`src/rtl/noc_link_pkg.sv`:
```
// noc_link_pkg: shared constants for the dual-rail 4-phase serial link endpoints.
package noc_link_pkg;
    localparam logic [1:0] IDLE   = 2'b00;
    localparam logic [1:0] ACK_HI = 2'b01;
    localparam logic [1:0] ACK_LO = 2'b10;
    localparam logic [1:0] DR_NULL    = 2'b00;
    localparam logic [1:0] DR_ZERO    = 2'b01;
    localparam logic [1:0] DR_ONE     = 2'b10;
    localparam logic [1:0] DR_ILLEGAL = 2'b11;
    localparam int CNT_W = 8;
endpackage

```
`src/rtl/noc_dr_decode.sv`:
```
// noc_dr_decode: classifies a dual-rail symbol as data (with its bit value), null or illegal.
module noc_dr_decode
    import noc_link_pkg::*;
(
    input  logic [1:0] noc_d,
    output logic       valid,
    output logic       d_bit,
    output logic       d_null,
    output logic       illegal
);
    assign valid   = noc_d == DR_ZERO || noc_d == DR_ONE;
    assign d_bit   = noc_d == DR_ONE;
    assign d_null  = noc_d == DR_NULL;
    assign illegal = noc_d == DR_ILLEGAL;
endmodule

```
`src/rtl/tx_intf.sv`:
```
// tx_intf: NoC-side dual-rail 4-phase responder; deserialises MSB-first and publishes word/count/toggle.
// Define TX_INTF_ERR_EN to add the sticky tx_err output (illegal symbol or overflow drop).
module tx_intf
    import noc_link_pkg::*;
#(
    parameter int NOC_WID = 16
) (
    input  logic               clk,
    input  logic               rst,
    input  logic               noc_req,
    input  logic [1:0]         noc_d,
    output logic               noc_ack,
    output logic [NOC_WID-1:0] tx,
    output logic [CNT_W-1:0]   tx_bits,
    output logic               tx_toggle
`ifdef TX_INTF_ERR_EN
    ,
    output logic               tx_err
`endif
);
    localparam logic [NOC_WID-1:0] MSB = {1'b1, {(NOC_WID-1){1'b0}}};

    logic [1:0]         state;
    logic [NOC_WID-1:0] sr;
    logic [CNT_W-1:0]   cnt;
    logic               valid, d_bit, d_null, illegal;
    logic [NOC_WID-1:0] pos;
    logic               drop;

    noc_dr_decode u_dec (
        .noc_d   (noc_d),
        .valid   (valid),
        .d_bit   (d_bit),
        .d_null  (d_null),
        .illegal (illegal)
    );

    // one-hot write position; shifts to zero once the word is full, so extra bits fall away
    assign pos     = MSB >> cnt;
    assign drop    = cnt >= CNT_W'(NOC_WID);
    assign noc_ack = state == ACK_HI;

    always_ff @(posedge clk or posedge rst) begin
        if (rst) begin
            state     <= IDLE;
            sr        <= '0;
            cnt       <= '0;
            tx        <= '0;
            tx_bits   <= '0;
            tx_toggle <= 1'b0;
        end else begin
            case (state)
                IDLE: if (noc_req) begin
                    sr    <= '0;
                    cnt   <= '0;
                    state <= ACK_HI;
                end
                ACK_HI: if (valid) begin
                    sr    <= d_bit ? sr | pos : sr & ~pos;
                    cnt   <= cnt + CNT_W'(cnt != '1);
                    state <= ACK_LO;
                end else if (!noc_req && (d_null || illegal)) begin
                    tx        <= sr;
                    tx_bits   <= cnt;
                    tx_toggle <= ~tx_toggle;
                    state     <= IDLE;
                end
                ACK_LO: if (d_null) state <= ACK_HI;
                default: state <= IDLE;
            endcase
        end
    end

`ifdef TX_INTF_ERR_EN
    always_ff @(posedge clk or posedge rst) begin
        if (rst)
            tx_err <= 1'b0;
        else if (state == IDLE && noc_req)
            tx_err <= 1'b0;
        else if (state != IDLE && (illegal || (noc_ack && valid && drop)))
            tx_err <= 1'b1;
    end
`endif
endmodule

```
`config.mk`:
```
export PLATFORM = sky130hd
export DESIGN_NAME = tx_intf
export DESIGN_NICKNAME = d
export VERILOG_FILES = /design/src/rtl/noc_link_pkg.sv /design/src/rtl/noc_dr_decode.sv /design/src/rtl/tx_intf.sv
export SDC_FILE = /design/constraint.sdc
export NUM_CORES = 1
export LEC_CHECK = 0
export CAP_MARGIN = 25
export CORE_MARGIN = 5
export CORE_UTILIZATION = 50
export CTS_CLUSTER_SIZE = 16
export DETAILED_ROUTE_END_ITERATION = 8
export PLACE_DENSITY = 0.8
export SYNTH_ARGS = -nofsm -noshare
export SYNTH_HDL_FRONTEND = slang
export SYNTH_HIERARCHICAL = 1
export SYNTH_SLANG_ARGS = --single-unit
```
`constraint.sdc`:
```
create_clock -name clk -period 5.62 [get_ports clk]
set_input_delay 1.686 -clock clk [delete_from_list [all_inputs] [get_ports clk]]
set_output_delay 1.686 -clock clk [all_outputs]
set_load 0.02 [all_outputs]
```
==> flow_metrics.env, run 1 <==
export IMPL_status="finished, final reports clean"
export IMPL_reg2reg_to="cnt[6]"
export IMPL_crit_fanout=25
export IMPL_clk_latency_ps=310
export IMPL_cts_sinks=51
export IMPL_cts_root_buffer="clkbuf_8"
export IMPL_ir_drop_uv=244
export IMPL_cts_resized=0
export IMPL_synth_avg_cell_area_um2=11.4
export IMPL_timing_rr_start="state[1]"
export IMPL_worst_pin_slew_ps=966
export IMPL_vias_per_cell=6.03
export IMPL_critical_path_class="in -> reg"
export IMPL_grt_max_degree=27
export IMPL_ys_top_cells_by_area="dfrtp_1, mux2_4, nand3_1, o311ai_0, nand4_1"
export IMPL_hold_class="reg -> reg"
export IMPL_dieArea_um2=6780
export IMPL_numCtsBuffers=5
export IMPL_post_dp_hpwl_mm=3.66
export IMPL_path_clk_slew_ps=90
export IMPL_rsz0062_at_grt="false"
export IMPL_layout_drive_gt1_share_pct=16.1
export IMPL_drv_slew=0
export IMPL_startpoint_type="input pin"
export IMPL_htree_num_levels=2
export IMPL_drtIter0Drc=147
export IMPL_syn_nets=240
export IMPL_dpl_cell_count=311
export IMPL_p_leak_uw=0.00138
export IMPL_ys_seq_area_share_pct=48.7
export IMPL_cp_end_kind="flip-flop"
export IMPL_grt_pass1_wl_mm=9.69
export IMPL_gp_congestion=0.840
export IMPL_cp_required_ps=5850
export IMPL_final_common_cell="dfrtp_1"
export IMPL_finalSetupTns_ps=0
export IMPL_yosysWarningCount=6
export IMPL_grt_pass1_vias=2068
export IMPL_drt_wirelength_per_cell_um=17.0
export IMPL_antenna_found_initial=0
export IMPL_wl_mm=5.42
export IMPL_postCtsHoldBufs=0
export IMPL_diodes=0
export IMPL_areaGrowthSynthToFinish_pct=15.2
export IMPL_numPortBuffers=30
export IMPL_initial_core_util_pct=51.3
export IMPL_cts_tree="built"
export IMPL_drv_cap=0
export IMPL_hold_path_startpoint="tx_toggle"
export IMPL_syn_area_um2=2620
export IMPL_coreArea_um2=5110
export IMPL_synth_async_reset_ratio_pct=100
export IMPL_cts_setup_buffers=0
export IMPL_dieHeight_um=82.4
export IMPL_hold_viol=0
export IMPL_grt_usage_pct=18.5
export IMPL_firstDrtPassIters=4
export IMPL_die_x_um=82.4
export IMPL_power_density_nw_per_um2=321
export IMPL_io_pins=31
export IMPL_layout_common_cells="dfrtp_1, nand3_1, clkdlybuf4s50_1"
export IMPL_synthFlopType="dfrtp_1"
export IMPL_synth_area_leader_cell="dfrtp_1"
export IMPL_setup_viol_count_final=0
export IMPL_fin_crit_ps=3970
export IMPL_hold_end="tx_toggle"
export IMPL_synth_edf_count=0
export IMPL_clock_fmax_mhz=252
export IMPL_synth_seq_cells=51
export IMPL_r2r_setup_slack_ps=3350
export IMPL_ant_nets=0
export IMPL_row_count=26
export IMPL_fin_worst_skew_ps=12.1
export IMPL_crit_arrival_ps=4200
export IMPL_relSlewSlack_pct=35.4
export IMPL_yosysTopAreaCellShare_pct=48.7
export IMPL_grt_overflow=0
export IMPL_synthDistinctLibCells=39
export IMPL_drc=0
export IMPL_layout_nets=259
export IMPL_fin_crit_sh_pct=70.6
export IMPL_num_vias=1922
export IMPL_syn_inst=230
export IMPL_clk_path_buf_depth=2
export IMPL_whs_path_depth=1
export IMPL_rr_worst_depth=3
export IMPL_final_cells=319
==> cells by family after synthesis <==
| logic type | after synthesis | synth area share, % |
|---|---|---|
| AO/OA/AOI/OAI | 29 | 8.17 |
| adder cells (fa/ha/maj) | 5 | 2.39 |
| flip-flops | 51 | 48.7 |
| multiplexers | 26 | 13.8 |
| XOR/XNOR | 2 | 0.669 |
| buffers and inverters | 25 | 5.49 |
| AND/OR/NAND/NOR | 92 | 20.7 |
==> critical path, cell delays in order <==
cell,delay [ps]
clkdlybuf4s50_1,500
inv_1,50
ha_1,360
nand3b_1,690
or4_1,740
a21oi_1,160
==> synthesized netlist by cell type, drive strengths merged, types with 2 or more instances <==
cell type,n
or2,2
nor2b,4
ha,5
mux2i,2
buf,7
o31ai,2
or4b,2
a21oi,6
mux2,24
nor2,5
or3,3
nand3,36
or4,3
o21ai,4
clkbuf,14
dfrtp,51
nand4,17
nand2b,4
nand2,6
inv,4
o311ai,16
==> worst max path at each step <==
stage               depth (start not counted)     start  slack, ps      to
floorplan                                   6  noc_d[0]       2330   tx[0]
global placement                            6  noc_d[1]       1500  cnt[6]
detailed placement                          6  noc_d[1]       1380  cnt[6]
CTS                                         6  noc_d[1]       1690  cnt[6]
global route                                6  noc_d[0]       1450  cnt[6]
finish                                      6  noc_d[1]       1650  cnt[6]
==> final cells by class <==
cell class / instances / area, µm²
tap: 70 / 87.6
fill: 424 / 2090
multi-input combinational: 154 / 1200
inverter: 4 / 15.0
clock buffer: 5 / 68.8
sequential: 51 / 1280
timing repair buffer: 33 / 333
clock inverter: 2 / 37.5
==> sequential cells by signal (all words and copies together), names as in the netlist <==
signal,cells
tx,16
sr,16
tx_toggle,1
tx_bits,8
cnt,8
state,2
==> power breakdown <==
group	switching [µW]	internal, µW	leakage, µW
Clock	116	130	0.0000502
Sequential	53.2	403	0.000704
Combinational	163	104	0.000623
==> metal layers <==
| layer | global-route usage, % | wire (µm) | part of all wire [%] | vias to the layer above |
|---|---|---|---|---|
| li1 | - | - | - | 903 |
| met1 | 24.3 | 2380 | 44 | 944 |
| met3 | 2.82 | 292 | 5.4 | 11 |
| met2 | 29.7 | 2650 | 49 | 64 |
| met5 | 0 | 0 | 0 | - |
| met4 | 9.14 | 96 | 1.8 | 0 |
==> through the flow <==
stage / hold slack [ps] / power (µW) / setup slack [ps] / utilization, % / cell area, µm²
after detailed placement: 468 / 726 / 1380 / 56.9 / 2910
final: 481 / 968 / 1650 / 59.1 / 3020
after global routing: 499 / 1020 / 1450 / 59.1 / 3020
after floorplan: 496 / 651 / 2330 / - / 2620
after CTS: 484 / 972 / 1690 / 59.0 / 3010
after global placement: 460 / 717 / 1500 / 56.5 / 2890
No activity file was read; power rests on OpenSTA's default activity.
==> run 2, diff against run 1 <==
==> constraint.sdc (replaced) <==
create_clock -name clk -period 3.82 [get_ports clk]
set_input_delay 1.146 -clock clk [delete_from_list [all_inputs] [get_ports clk]]
set_output_delay 1.146 -clock clk [all_outputs]
set_load 0.02 [all_outputs]
==> flow_metrics.env, run 2 (synthesized netlist as in run 1, its figures left out) <==
export IMPL_htree_num_levels=2
export IMPL_use_met2_pct=28.7
export IMPL_p_leak_uw=0.00138
export IMPL_final_common_cell="dfrtp_1"
export IMPL_gp_congestion=0.835
export IMPL_firstDrtPassIters=4
export IMPL_finalSetupTns_ps=0
export IMPL_critical_path_class="in -> reg"
export IMPL_register_area_um2=1280
export IMPL_setup_worst_path_start="noc_d[0]"
export IMPL_hold_viol=0
export IMPL_vias_per_cell=5.94
export IMPL_crit_arrival_ps=3220
export IMPL_numPortBuffers=30
export IMPL_ant_nets=0
export IMPL_drtIter0Drc=179
export IMPL_startpoint_type="input pin"
export IMPL_grt_max_degree=52
export IMPL_status="finished, final reports clean"
export IMPL_ir_drop_uv=333
export IMPL_clk_latency_ps=310
export IMPL_pre_cts_slack_ps=477
export IMPL_coreArea_um2=5110
export IMPL_post_dp_hpwl_mm=3.63
export IMPL_fin_crit_sh_pct=79.1
export IMPL_cp_end_kind="flip-flop"
export IMPL_power_density_nw_per_um2=474
export IMPL_io_pins=31
export IMPL_setup_viol_count_final=0
export IMPL_cts_tree="built"
export IMPL_postCtsHoldBufs=0
export IMPL_fin_worst_skew_ps=6.19
export IMPL_setup_ws_ps=799
export IMPL_fillCellCount=433
export IMPL_layout_drive_gt1_share_pct=16.0
export IMPL_dieArea_um2=6780
export IMPL_worst_pin_slew_ps=751
export IMPL_areaGrowthSynthToFinish_pct=14.9
export IMPL_grt_pass1_wl_mm=9.24
export IMPL_fin_crit_ps=3020
export IMPL_hold_path_startpoint="tx_toggle"
export IMPL_largestRegisters="sr: 16 flops, tx: 16 flops"
export IMPL_clk_path_buf_depth=2
export IMPL_cp_required_ps=4020
export IMPL_numCtsBuffers=5
export IMPL_initial_core_util_pct=51.3
export IMPL_relSlewSlack_pct=49.8
export IMPL_top_usage_layer="met2"
export IMPL_post_route_util_pct=58.9
export IMPL_multi_input_area_um2=1200
export IMPL_clock_fmax_mhz=331
export IMPL_timing_rr_start="cnt[1]"
export IMPL_wl_mm=5.44
export IMPL_dieHeight_um=82.4
export IMPL_met3_usage_pct=2.28
export IMPL_cts_sinks=51
export IMPL_drv_cap=0
export IMPL_grt_pass1_vias=1878
export IMPL_die_x_um=82.4
export IMPL_path_clk_slew_ps=80
export IMPL_hold_class="reg -> reg"
export IMPL_cts_setup_buffers=0
export IMPL_rsz0062_at_grt="false"
export IMPL_num_vias=1902
export IMPL_crit_fanout=25
export IMPL_row_count=26
export IMPL_layout_common_cells="dfrtp_1, nand3_1, clkdlybuf4s50_1"
export IMPL_cts_root_buffer="clkbuf_8"
export IMPL_diodes=0
export IMPL_antenna_found_initial=0
export IMPL_final_cells=320
export IMPL_use_met1_pct=24.0
export IMPL_drt_wirelength_per_cell_um=17.0
export IMPL_grt_usage_pct=18.0
export IMPL_layout_nets=260
export IMPL_drv_slew=0
export IMPL_grt_overflow=0
export IMPL_cts_resized=0
export IMPL_dpl_cell_count=312
export IMPL_drc=0
[run 2: cell type report]
type | instances | area share [%]
clock inverter | 1 | 0.998
inverter | 4 | 0.499
multi-input combinational | 154 | 39.9
sequential | 51 | 42.4
timing repair buffer | 34 | 10.9
clock buffer | 6 | 2.41
tap | 70 | 2.91
[run 2: metal layers]
metal  vias up  wire length [µm]  part of all wire, %
met5         -                 0                    0
met3        10               203                  3.7
met2        45              2620                   48
met1       943              2490                   46
met4         0               133                  2.4
li1        904                 -                    -
[run 2: worst paths after layout]
path	cells after the start	to	slack [ps]
setup / recovery	6	tx_bits[7]	800
setup reg to reg	7	cnt[7]	1840
max in group asynchronous	3	sr[6]	2080
min in group asynchronous	3	sr[11]	1330
hold / removal	1	tx_toggle	480
hold reg to reg	1	tx_toggle	480
[run 2: report_power, final]
| part | switching (µW) | leakage (µW) | internal [µW] | total, µW |
|---|---|---|---|---|
| combinational | 238 | 0.000623 | 156 | 394 |
| sequential | 76.5 | 0.000704 | 592 | 669 |
| clock | 170 | 0.0000513 | 192 | 362 |
| total | 485 | 0.00138 | 940 | 1420 |
[run 2: critical path: stages]
cell	delay, ps
clkdlybuf4s50_1	480
inv_1	60
ha_1	350
or4b_1	530
buf_4	280
mux2_4	350
[run 2: stage by stage]
stage / power (µW) / instance area (µm²) / hold slack [ps]
2_1_floorplan: 957 / 2620 / 496
3_3_place_gp: 1060 / 2900 / 463
3_5_place_dp: 1070 / 2900 / 463
4_1_cts: 1430 / 3000 / 479
5_1_grt: 1500 / 3010 / 484
6_report: 1420 / 3010 / 475
